$ cat config.mk
export PLATFORM = sky130hd
export DESIGN_NAME = coin_input_conditioner
export DESIGN_NICKNAME = d
export VERILOG_FILES = /design/src/rtl/coin_input_conditioner_pkg.sv /design/src/rtl/coin_input_conditioner_debounce_ch.sv /design/src/rtl/coin_input_conditioner.sv
export SDC_FILE = /design/constraint.sdc
export NUM_CORES = 1
export LEC_CHECK = 0
export BUFFER_PORTS_ARGS = -buffer_cell sky130_fd_sc_hd__buf_2
export CAP_MARGIN = 20
export CORE_UTILIZATION = 30
export CTS_BUF_LIST = sky130_fd_sc_hd__clkbuf_4 sky130_fd_sc_hd__clkbuf_8
export DETAILED_ROUTE_END_ITERATION = 7
export PLACE_DENSITY = 0.58
export SLEW_MARGIN = 20
export SYNTH_ARGS = -nofsm -noshare
export SYNTH_HDL_FRONTEND = slang
export SYNTH_SLANG_ARGS = --single-unit
$ cat constraint.sdc
create_clock -name CLKb -period 1.4 [get_ports CLKb]
set_clock_uncertainty 0.15 [all_clocks]
set_input_delay 0.07 -clock CLKb [delete_from_list [all_inputs] [get_ports CLKb]]
set_output_delay 0.07 -clock CLKb [all_outputs]
set_load 0.01 [all_outputs]
$ cat src/rtl/coin_input_conditioner_pkg.sv
// Shared types and constants for the coin front end and the credit logic downstream.
// Pending-bit layout and the Q > D > N > REJ arbitration live here so both sides agree.
package coin_pkg;

    typedef enum logic [2:0] {
        COIN_NONE = 3'd0,
        COIN_N    = 3'd1,
        COIN_D    = 3'd2,
        COIN_Q    = 3'd3,
        COIN_REJ  = 3'd4
    } coin_e;

    localparam int NICKEL_VAL          = 32'd5;
    localparam int DIME_VAL            = 32'd10;
    localparam int QUARTER_VAL         = 32'd25;
    localparam int DEBOUNCE_CYCLES_DEF = 32'd4;

    // Pending vector bit positions; channel index equals pending index for N/D/Q.
    localparam int PEND_N   = 32'd0;
    localparam int PEND_D   = 32'd1;
    localparam int PEND_Q   = 32'd2;
    localparam int PEND_REJ = 32'd3;
    localparam int PEND_W   = 32'd4;

    function automatic coin_e pick_coin(input logic [PEND_W-1:0] pend);
        coin_e c;
        if (pend[PEND_Q]) begin
            c = COIN_Q;
        end else if (pend[PEND_D]) begin
            c = COIN_D;
        end else if (pend[PEND_N]) begin
            c = COIN_N;
        end else if (pend[PEND_REJ]) begin
            c = COIN_REJ;
        end else begin
            c = COIN_NONE;
        end
        return c;
    endfunction

    function automatic logic [PEND_W-1:0] coin_mask(input coin_e c);
        logic [PEND_W-1:0] m;
        case (c)
            COIN_N:   m = 4'b0001;
            COIN_D:   m = 4'b0010;
            COIN_Q:   m = 4'b0100;
            COIN_REJ: m = 4'b1000;
            default:  m = 4'b0000;
        endcase
        return m;
    endfunction

endpackage

$ cat src/rtl/coin_input_conditioner_debounce_ch.sv
// One sensor channel: two-flop synchronizer, stability counter and debounced level.
// rise is combinational and marks the very edge on which the level will go 0->1.
module coin_debounce_ch
    import coin_pkg::*;
#(
    parameter int DEBOUNCE_CYCLES = DEBOUNCE_CYCLES_DEF,
    parameter int CNT_W           = 4
) (
    input  logic CLKb,
    input  logic RSTb,
    input  logic raw,
    output logic s,
    output logic rise
);

    logic             sync1_r;
    logic             sync2_r;
    logic             s_r;
    logic [CNT_W-1:0] cnt_r;
    logic             differ_s;
    logic             reach_s;

    // Detect disagreement and the sample that completes the stability run.
    always_comb begin
        differ_s = sync2_r ^ s_r;
        reach_s  = differ_s && (cnt_r == CNT_W'(DEBOUNCE_CYCLES - 1));
    end

    assign s    = s_r;
    assign rise = reach_s & ~s_r;

    // Synchronizer, counter and debounced level update.
    always_ff @(negedge CLKb or negedge RSTb) begin
        if (!RSTb) begin
            sync1_r <= 1'b0;
            sync2_r <= 1'b0;
            s_r     <= 1'b0;
            cnt_r   <= {CNT_W{1'b0}};
        end else begin
            sync1_r <= raw;
            sync2_r <= sync1_r;
            if (!differ_s) begin
                cnt_r <= {CNT_W{1'b0}};
            end else if (reach_s) begin
                s_r   <= ~s_r;
                cnt_r <= {CNT_W{1'b0}};
            end else begin
                cnt_r <= cnt_r + CNT_W'(1);
            end
        end
    end

endmodule

$ cat src/rtl/coin_input_conditioner.sv
// Coin front end: three debounced sensor channels, EN steering into pending bits,
// and a priority arbiter that emits one registered credit/reject pulse per cycle.
module coin_input_conditioner
    import coin_pkg::*;
#(
    parameter int DEBOUNCE_CYCLES = DEBOUNCE_CYCLES_DEF,
    parameter int CNT_W           = 4
) (
    input  logic CLKb,
    input  logic RSTb,
    input  logic NICKEL_RAW,
    input  logic DIME_RAW,
    input  logic QUARTER_RAW,
    input  logic EN,
    output logic N,
    output logic D,
    output logic Q,
    output logic REJ,
    output logic BUSY
);

    logic [2:0]        raw_s;
    logic [2:0]        rise_s;
    logic [2:0]        level_unused_s;
    logic [PEND_W-1:0] pend_r;
    logic [PEND_W-1:0] set_s;
    logic [PEND_W-1:0] grant_s;
    coin_e             pick_s;
    logic              n_r;
    logic              d_r;
    logic              q_r;
    logic              rej_r;

    assign raw_s = {QUARTER_RAW, DIME_RAW, NICKEL_RAW};

    for (genvar ch = 0; ch < 3; ch++) begin : g_ch
        coin_debounce_ch #(
            .DEBOUNCE_CYCLES (DEBOUNCE_CYCLES),
            .CNT_W           (CNT_W)
        ) u_ch (
            .CLKb (CLKb),
            .RSTb (RSTb),
            .raw  (raw_s[ch]),
            .s    (level_unused_s[ch]),
            .rise (rise_s[ch])
        );
    end

    // Coins seen while disabled all fold into the single reject bit.
    always_comb begin
        set_s = 4'b0000;
        if (EN) begin
            set_s[2:0] = rise_s;
        end else begin
            set_s[PEND_REJ] = |rise_s;
        end
        pick_s  = pick_coin(pend_r);
        grant_s = coin_mask(pick_s);
    end

    // Pending bookkeeping and output register; a re-set on the grant edge wins.
    always_ff @(negedge CLKb or negedge RSTb) begin
        if (!RSTb) begin
            pend_r <= 4'b0000;
            n_r    <= 1'b0;
            d_r    <= 1'b0;
            q_r    <= 1'b0;
            rej_r  <= 1'b0;
        end else begin
            pend_r <= (pend_r & ~grant_s) | set_s;
            n_r    <= (pick_s == COIN_N);
            d_r    <= (pick_s == COIN_D);
            q_r    <= (pick_s == COIN_Q);
            rej_r  <= (pick_s == COIN_REJ);
        end
    end

    assign N    = n_r;
    assign D    = d_r;
    assign Q    = q_r;
    assign REJ  = rej_r;
    assign BUSY = |pend_r;

endmodule

==> results.py, run 1 <==
metrics = {
    "run_status": {
        "outcome": "finished, violations left",
        "violations": "negative setup slack",
    },
    "die": {
        "rows": 21,
        "die_y_um": 63.5,
        "die_x_um": 63.5,
        "coreArea_sq_um": 3470,
        "pin_count": 11,
        "die-area_sq_um": 4030,
        "initial_core_util": 0.327,
    },
    "layout": {
        "layout-drive-gt1-share": 0.404,
        "fin_nets": 122,
        "n_fill_cell": 355,
        "area_growth_pct": 35.5,
        "antennaDiodeCount": 0,
    },
    "placed_design": {
        "hpwlAfterDp_mm": 1.27,
        "portBuffers": 10,
        "gp_congestion": 0.694,
    },
    "grt": {
        "antenna_found_initial": 0,
        "grt_start_max_net_pins": 30,
        "grt_pass1_vias": 745,
        "grt_remaining_overflow": 0,
        "grt_use_total": 0.108,
        "grt_pass1_wl_mm": 3.27,
    },
    "drt": {
        "drt_iter0_markers": 19,
        "drtPass1Iterations": 2,
        "via_per_inst": 4.59,
        "routedWlPerCell_um": 11.4,
        "drtAntennaViolNets": 0,
        "vias": 735,
        "drcViolationCount": 0,
        "wl_mm": 1.82,
    },
    "worst_setup_path": {
        "startpoint": "pend_r[3]",
        "worstReg2RegStart": "g_ch[1].u_ch.cnt_r[0]",
        "arrival_ns": 1.98,
        "crit_type": "register to output pin",
        "r2r-end": "g_ch[1].u_ch.s",
        "path_delay_family": "simple AND/OR/NAND/NOR gates",
        "crit_buf_inv": 1,
        "crit_fanout": 2,
        "critPathRequiredTime_ns": 1.18,
        "worstPathCellList": "or4_4 > buf_6",
        "r2r_cells": 3,
        "worstSetupStartpointType": "register",
        "slowest_stage": "or4_4",
        "reg2reg_slack_ns": -0.04,
        "cp_slowest_stage_delay_ns": 0.53,
        "endpoint_kind": "output pin",
    },
    "clock_network": {
        "clk_pin_slew_ns": 0.05,
        "cts_max_path_buffers": 2,
        "cts_tree": "yes",
        "htree_levels": 2,
        "ctsRootBufferMaster": "clkbuf_8",
        "clock-sinks": 29,
        "cts_buffers": 5,
        "clock_latency_ns": 0.28,
        "ctsHoldBuffers": 0,
    },
    "pwr": {
        "cellPowerDensity_nw_per_um2": 1650,
        "finalPower_w": 0.00254,
        "irDropWorstVdd_mv": 0.640,
        "p_leak_nw": 0.709,
    },
    "yosys": {
        "synth_cells": 83,
        "synth_cell_type_count": 29,
        "synth_area_leaders": "dfrtn_1, ha_1, nor3b_4",
        "synthFlopType": "dfrtn_1",
        "ys_async_sr_fraction": 1.00,
        "avgSynthCellArea_sq_um": 13.7,
        "syn_nets": 92,
        "yosysTopAreaCell": "dfrtn_1",
        "ys_seq_area_frac": 0.639,
        "yosys-top-cells-count": "dfrtn_1, nor2b_1, nand3_1",
        "syn_area_sq_um": 1130,
        "synth_top_cell_area_share": 0.639,
        "ys_seq_elements": 29,
        "post-synth-top-count-cell": "dfrtn_1",
        "synth-edff-count": 0,
        "yosysWarnings": 0,
    },
    "min_path": {
        "min_to": "g_ch[0].u_ch.sync2_r",
        "min_from": "g_ch[0].u_ch.sync1_r",
        "hold_class": "register to register",
        "whs_path_depth": 0,
    },
    "timing": {
        "grt_setup_unrepaired": "true",
        "finalHoldViolCount": 0,
        "setup_viol": 7,
        "drv_slew": 0,
        "worstMarginPinSlew_ns": 0.361,
        "final.setup.tns_ns": -2.07,
        "slew_headroom": 0.758,
        "layout_setup_ws_ns": -0.803,
    },
    "run": {
        "drv_cap": 0,
    },
}
-- how the worst max path moves through the flow --
stage                       to  cells past startpoint
after floorplan           BUSY                      1
after global placement    BUSY                      2
after detailed placement  BUSY                      2
after CTS                 BUSY                      2
after global routing      BUSY                      2
final                     BUSY                      2
-- metrics by stage --
stage,hold WS (ns),setup slack (ns),area [sq um],std cells,utilization
CTS,0.145,-0.815,1510,159,0.435
floorplan,0.142,-0.398,1150,83,-
global placement,0.145,-0.502,1370,151,0.394
detailed placement,0.148,-0.506,1370,151,0.394
global route,0.145,-0.835,1540,160,0.443
finish,0.145,-0.803,1540,160,0.443
-- cells in the final DEF (no fill, tap or decap), types with 2 or more instances in the layout --
cell type / Yosys / layout
xnor2_1: 3 / 3
ha_2: 0 / 3
buf_2: 0 / 9
nor3b_4: 2 / 3
clkbuf_8: 0 / 6
nor3_1: 3 / 3
nand2_1: 2 / 2
buf_6: 0 / 2
a21oi_1: 3 / 3
nand2b_1: 2 / 2
nor2_1: 3 / 3
mux2_4: 0 / 2
dfrtn_1: 29 / 29
o21ai_0: 2 / 2
xor2_1: 3 / 3
nand3b_1: 3 / 3
nor2b_1: 5 / 5
buf_4: 0 / 12
nand3_1: 4 / 4
-- timing repair --
item,CTS,global route
setup endpoints to repair,8,10
setup buffers,0,1
resized for setup,4,4
pin swaps,1,5
-- layout make-up --
| type | instances | area, sq um | area share |
|---|---|---|---|
| clock buffer | 7 | 90.1 | 0.0586 |
| inverter | 1 | 3.75 | 0.00244 |
| timing repair buffer | 24 | 178 | 0.116 |
| sequential | 29 | 726 | 0.472 |
| multi-input combinational | 52 | 453 | 0.295 |
| clock inverter | 1 | 30.0 | 0.0195 |
| tap | 46 | 57.6 | 0.0374 |
-- per-layer routing --
layer  track usage  routed length (um)  vias to the layer above
li1              -                   -                      349
met1         0.129                 861                      367
met2         0.160                 834                       14
met3        0.0380                  78                        5
met4        0.0767                  46                        0
met5             0                   0                        -
-- worst reg2reg max path: cells and delay by family, from the launching register on --
kind	cells	cell delay [ns]
DFF	1	0.42
muxes	1	0.31
and+or+nand+nor	1	0.22
adders and majority gates	1	0.19
-- power breakdown --
part	internal (W)	switching, W	total, W
logic	0.000327	0.000238	0.000564
registers	0.000988	0.0000873	0.00108
clock network	0.000599	0.000297	0.000896
total	0.00191	0.000622	0.00254
-- registers in the layout, indices dropped and copies added, names as in the netlist --
name	cells
Q	1
g_ch.u_ch.cnt_r	12
g_ch.u_ch.s	3
g_ch.u_ch.sync2_r	3
N	1
g_ch.u_ch.sync1_r	3
D	1
REJ	1
pend_r	4
-- cell families after synthesis --
family                     Yosys count  share of synthesized area
DFF                                 29                      0.639
AOI/OAI and AO/OA                   10                     0.0617
xor gates and xnor gates             6                     0.0463
buffers and inverters                2                    0.00661
and+or+nand+nor                     31                      0.193
adders and majority gates            3                     0.0331
muxes                                2                     0.0198
No activity file was read; power rests on OpenSTA's default activity.
==> run 2, diff against run 1 <==
Settings changed: ABC_AREA from default to 1, CORE_ASPECT_RATIO from default to 1.4.
==> results.py, run 2 <==
metrics = {
    "run_status": {
        "outcome": "finished, violations left",
        "violations": "negative setup slack",
    },
    "timing": {
        "slew_headroom": 0.863,
        "worstMarginPinSlew_ns": 0.206,
        "hold_ws_ns": 0.0645,
        "grt_setup_unrepaired": "true",
        "setup_viol": 5,
        "layout_setup_ws_ns": -0.501,
        "finalHoldViolCount": 0,
        "drv_slew": 0,
    },
    "worst_setup_path": {
        "critPathRequiredTime_ns": 1.18,
        "crit_type": "register to output pin",
        "r2r_cells": 4,
        "arrival_ns": 1.68,
        "crit_fanout": 2,
        "endpoint_kind": "output pin",
        "r2r-end": "g_ch[0].u_ch.cnt_r[2]",
        "worstSetupStartpointType": "register",
        "worstReg2RegStart": "g_ch[0].u_ch.cnt_r[0]",
        "reg2reg_slack_ns": 0.11,
    },
    "yosys": {
        "yosys-top-cells-count": "dfrtn_1, nor2_1, inv_1, nand2_1, nand3_1",
        "yosysWarnings": 0,
        "syn_area_sq_um": 1110,
        "synth_cells": 106,
        "ys_seq_area_frac": 0.655,
        "synth_area_leaders": "dfrtn_1, nor2_1, inv_1",
        "ys_seq_elements": 29,
        "syn_nets": 115,
        "avgSynthCellArea_sq_um": 10.5,
        "post-synth-top-count-cell": "dfrtn_1",
        "synth_cell_type_count": 15,
        "yosysTopAreaCell": "dfrtn_1",
        "synthFlopType": "dfrtn_1",
        "synth_top_cell_area_share": 0.655,
        "ys_async_sr_fraction": 1.00,
        "synth-edff-count": 0,
    },
    "clock_network": {
        "htree_levels": 2,
        "ctsRootBufferMaster": "clkbuf_8",
        "cts_buffers": 5,
        "clock-sinks": 29,
        "clk_pin_slew_ns": 0.04,
        "cts_max_path_buffers": 2,
        "cts_tree": "yes",
        "clock_latency_ns": 0.29,
    },
    "drt": {
        "via_per_inst": 4.40,
        "drcViolationCount": 0,
        "vias": 756,
        "drtPass1Iterations": 4,
        "wl_mm": 1.67,
        "drtAntennaViolNets": 0,
        "routedWlPerCell_um": 9.72,
        "drt_iter0_markers": 6,
    },
    "layout": {
        "mostFrequentLayoutCell": "dfrtn_1",
        "area_growth_pct": 29.0,
        "top_register": "g_ch.u_ch.cnt_r",
        "largest_reg_flops": 12,
        "most-common-layout-cells": "dfrtn_1, nor2_1, inv_1, nand2_1",
        "fin_nets": 140,
        "antennaDiodeCount": 0,
        "layout-drive-gt1-share": 0.235,
        "largestRegisters": "g_ch.u_ch.cnt_r: 12 flops, pend_r: 4 flops",
        "fin_area_sq_um": 1430,
    },
    "placed_design": {
        "gp_congestion": 0.652,
        "placed_cell_area_sq_um": 1280,
        "portBuffers": 10,
        "hpwlAfterDp_mm": 1.24,
    },
    "die": {
        "initial_core_util": 0.322,
        "die-area_sq_um": 3950,
        "rows": 25,
        "die_x_um": 53.4,
        "pin_count": 11,
        "die_y_um": 73.9,
        "coreArea_sq_um": 3440,
    },
    "grt": {
        "grt_use_total": 0.117,
        "grt_pass1_vias": 774,
        "grt_start_max_net_pins": 23,
        "grt_pass1_wl_mm": 3.06,
        "grt_remaining_overflow": 0,
        "antenna_found_initial": 0,
    },
    "pwr": {
        "irDropWorstVdd_mv": 1.14,
        "finalPower_w": 0.00250,
        "p_leak_nw": 0.755,
        "cellPowerDensity_nw_per_um2": 1750,
    },
    "min_path": {
        "hold_class": "primary input to asynchronous set/reset pin",
    },
    "run": {
        "drv_cap": 0,
    },
}
-- run 2: cell types whose count changed in the layout (fill, tap and decap cells not counted), moves of 4 or more --
cell	before	now
buf_4	12	8
inv_1	1	13
nand2_1	2	12
nor2_1	3	22
nor2b_1	5	0
-- run 2: layout make-up --
class | instances | area (sq um)
Multi-Input combinational cell | 63 | 343
Timing Repair Buffer | 19 | 143
Fill cell | 346 | 2010
Sequential cell | 29 | 726
Clock inverter | 1 | 30.0
Tap cell | 40 | 50.0
Clock buffer | 7 | 90.1
Inverter | 13 | 48.8
-- run 2: repair_timing --
| action | 4_1_cts | 5_1_grt |
|---|---|---|
| endpoints found under the setup margin | 5 | 8 |
| setup buffers | 1 | 1 |
| hold buffers | 0 | 0 |
| pin swaps | 1 | 1 |
| gates resized for setup | 1 | 2 |
-- run 2: metal layers --
layer,global-route usage,vias up,wire length (um)
met4,0.0965,0,63
met5,0,-,0
met2,0.190,15,855
met1,0.106,358,655
met3,0.0559,5,96
li1,-,378,-
-- run 2: where the power goes --
group	total, W	leakage (nW)	switching [W]	internal [W]
registers	0.00112	0.380	0.000111	0.00101
logic	0.000485	0.314	0.000255	0.000230
clock network	0.000891	0.0619	0.000293	0.000598
-- run 2: kinds of logic (layout without fill, tap and decap cells) --
| kind of cell | after synthesis | count (layout) | synth area share |
|---|---|---|---|
| simple gates | 47 | 47 | 0.177 |
| xor+xnor | 8 | 8 | 0.0632 |
| compound gates | 5 | 5 | 0.0237 |
| flops | 29 | 29 | 0.655 |
| buf+inv | 14 | 40 | 0.0474 |
| fa+ha+maj | 3 | 3 | 0.0339 |
-- run 2: how the worst max path moves through the flow --
stage / slack [ns] / startpoint / cells past startpoint / to
5_1_grt: -0.54 / pend_r[1] / 3 / BUSY
3_5_place_dp: -0.20 / pend_r[1] / 3 / BUSY
2_1_floorplan: -0.12 / pend_r[1] / 2 / BUSY
4_1_cts: -0.50 / pend_r[2] / 3 / BUSY
6_report: -0.50 / pend_r[1] / 3 / BUSY
3_3_place_gp: -0.19 / pend_r[1] / 3 / BUSY
-- run 2: critical path: stages (launching register included) --
cell and delay, ns:
dfrtn_1 0.35, nor2_2 0.14, nand3_2 0.08, buf_6 0.12
-- run 2: stage by stage --
stage          setup slack (ns)  utilization  setup TNS, ns  std cells
4_1_cts                  -0.504        0.410          -1.76        171
5_1_grt                  -0.544        0.416          -1.93        172
3_5_place_dp             -0.196        0.371         -0.213        162
2_1_floorplan            -0.123            -         -0.123        106
6_report                 -0.501        0.416          -1.70        172
3_3_place_gp             -0.185        0.371         -0.212        162
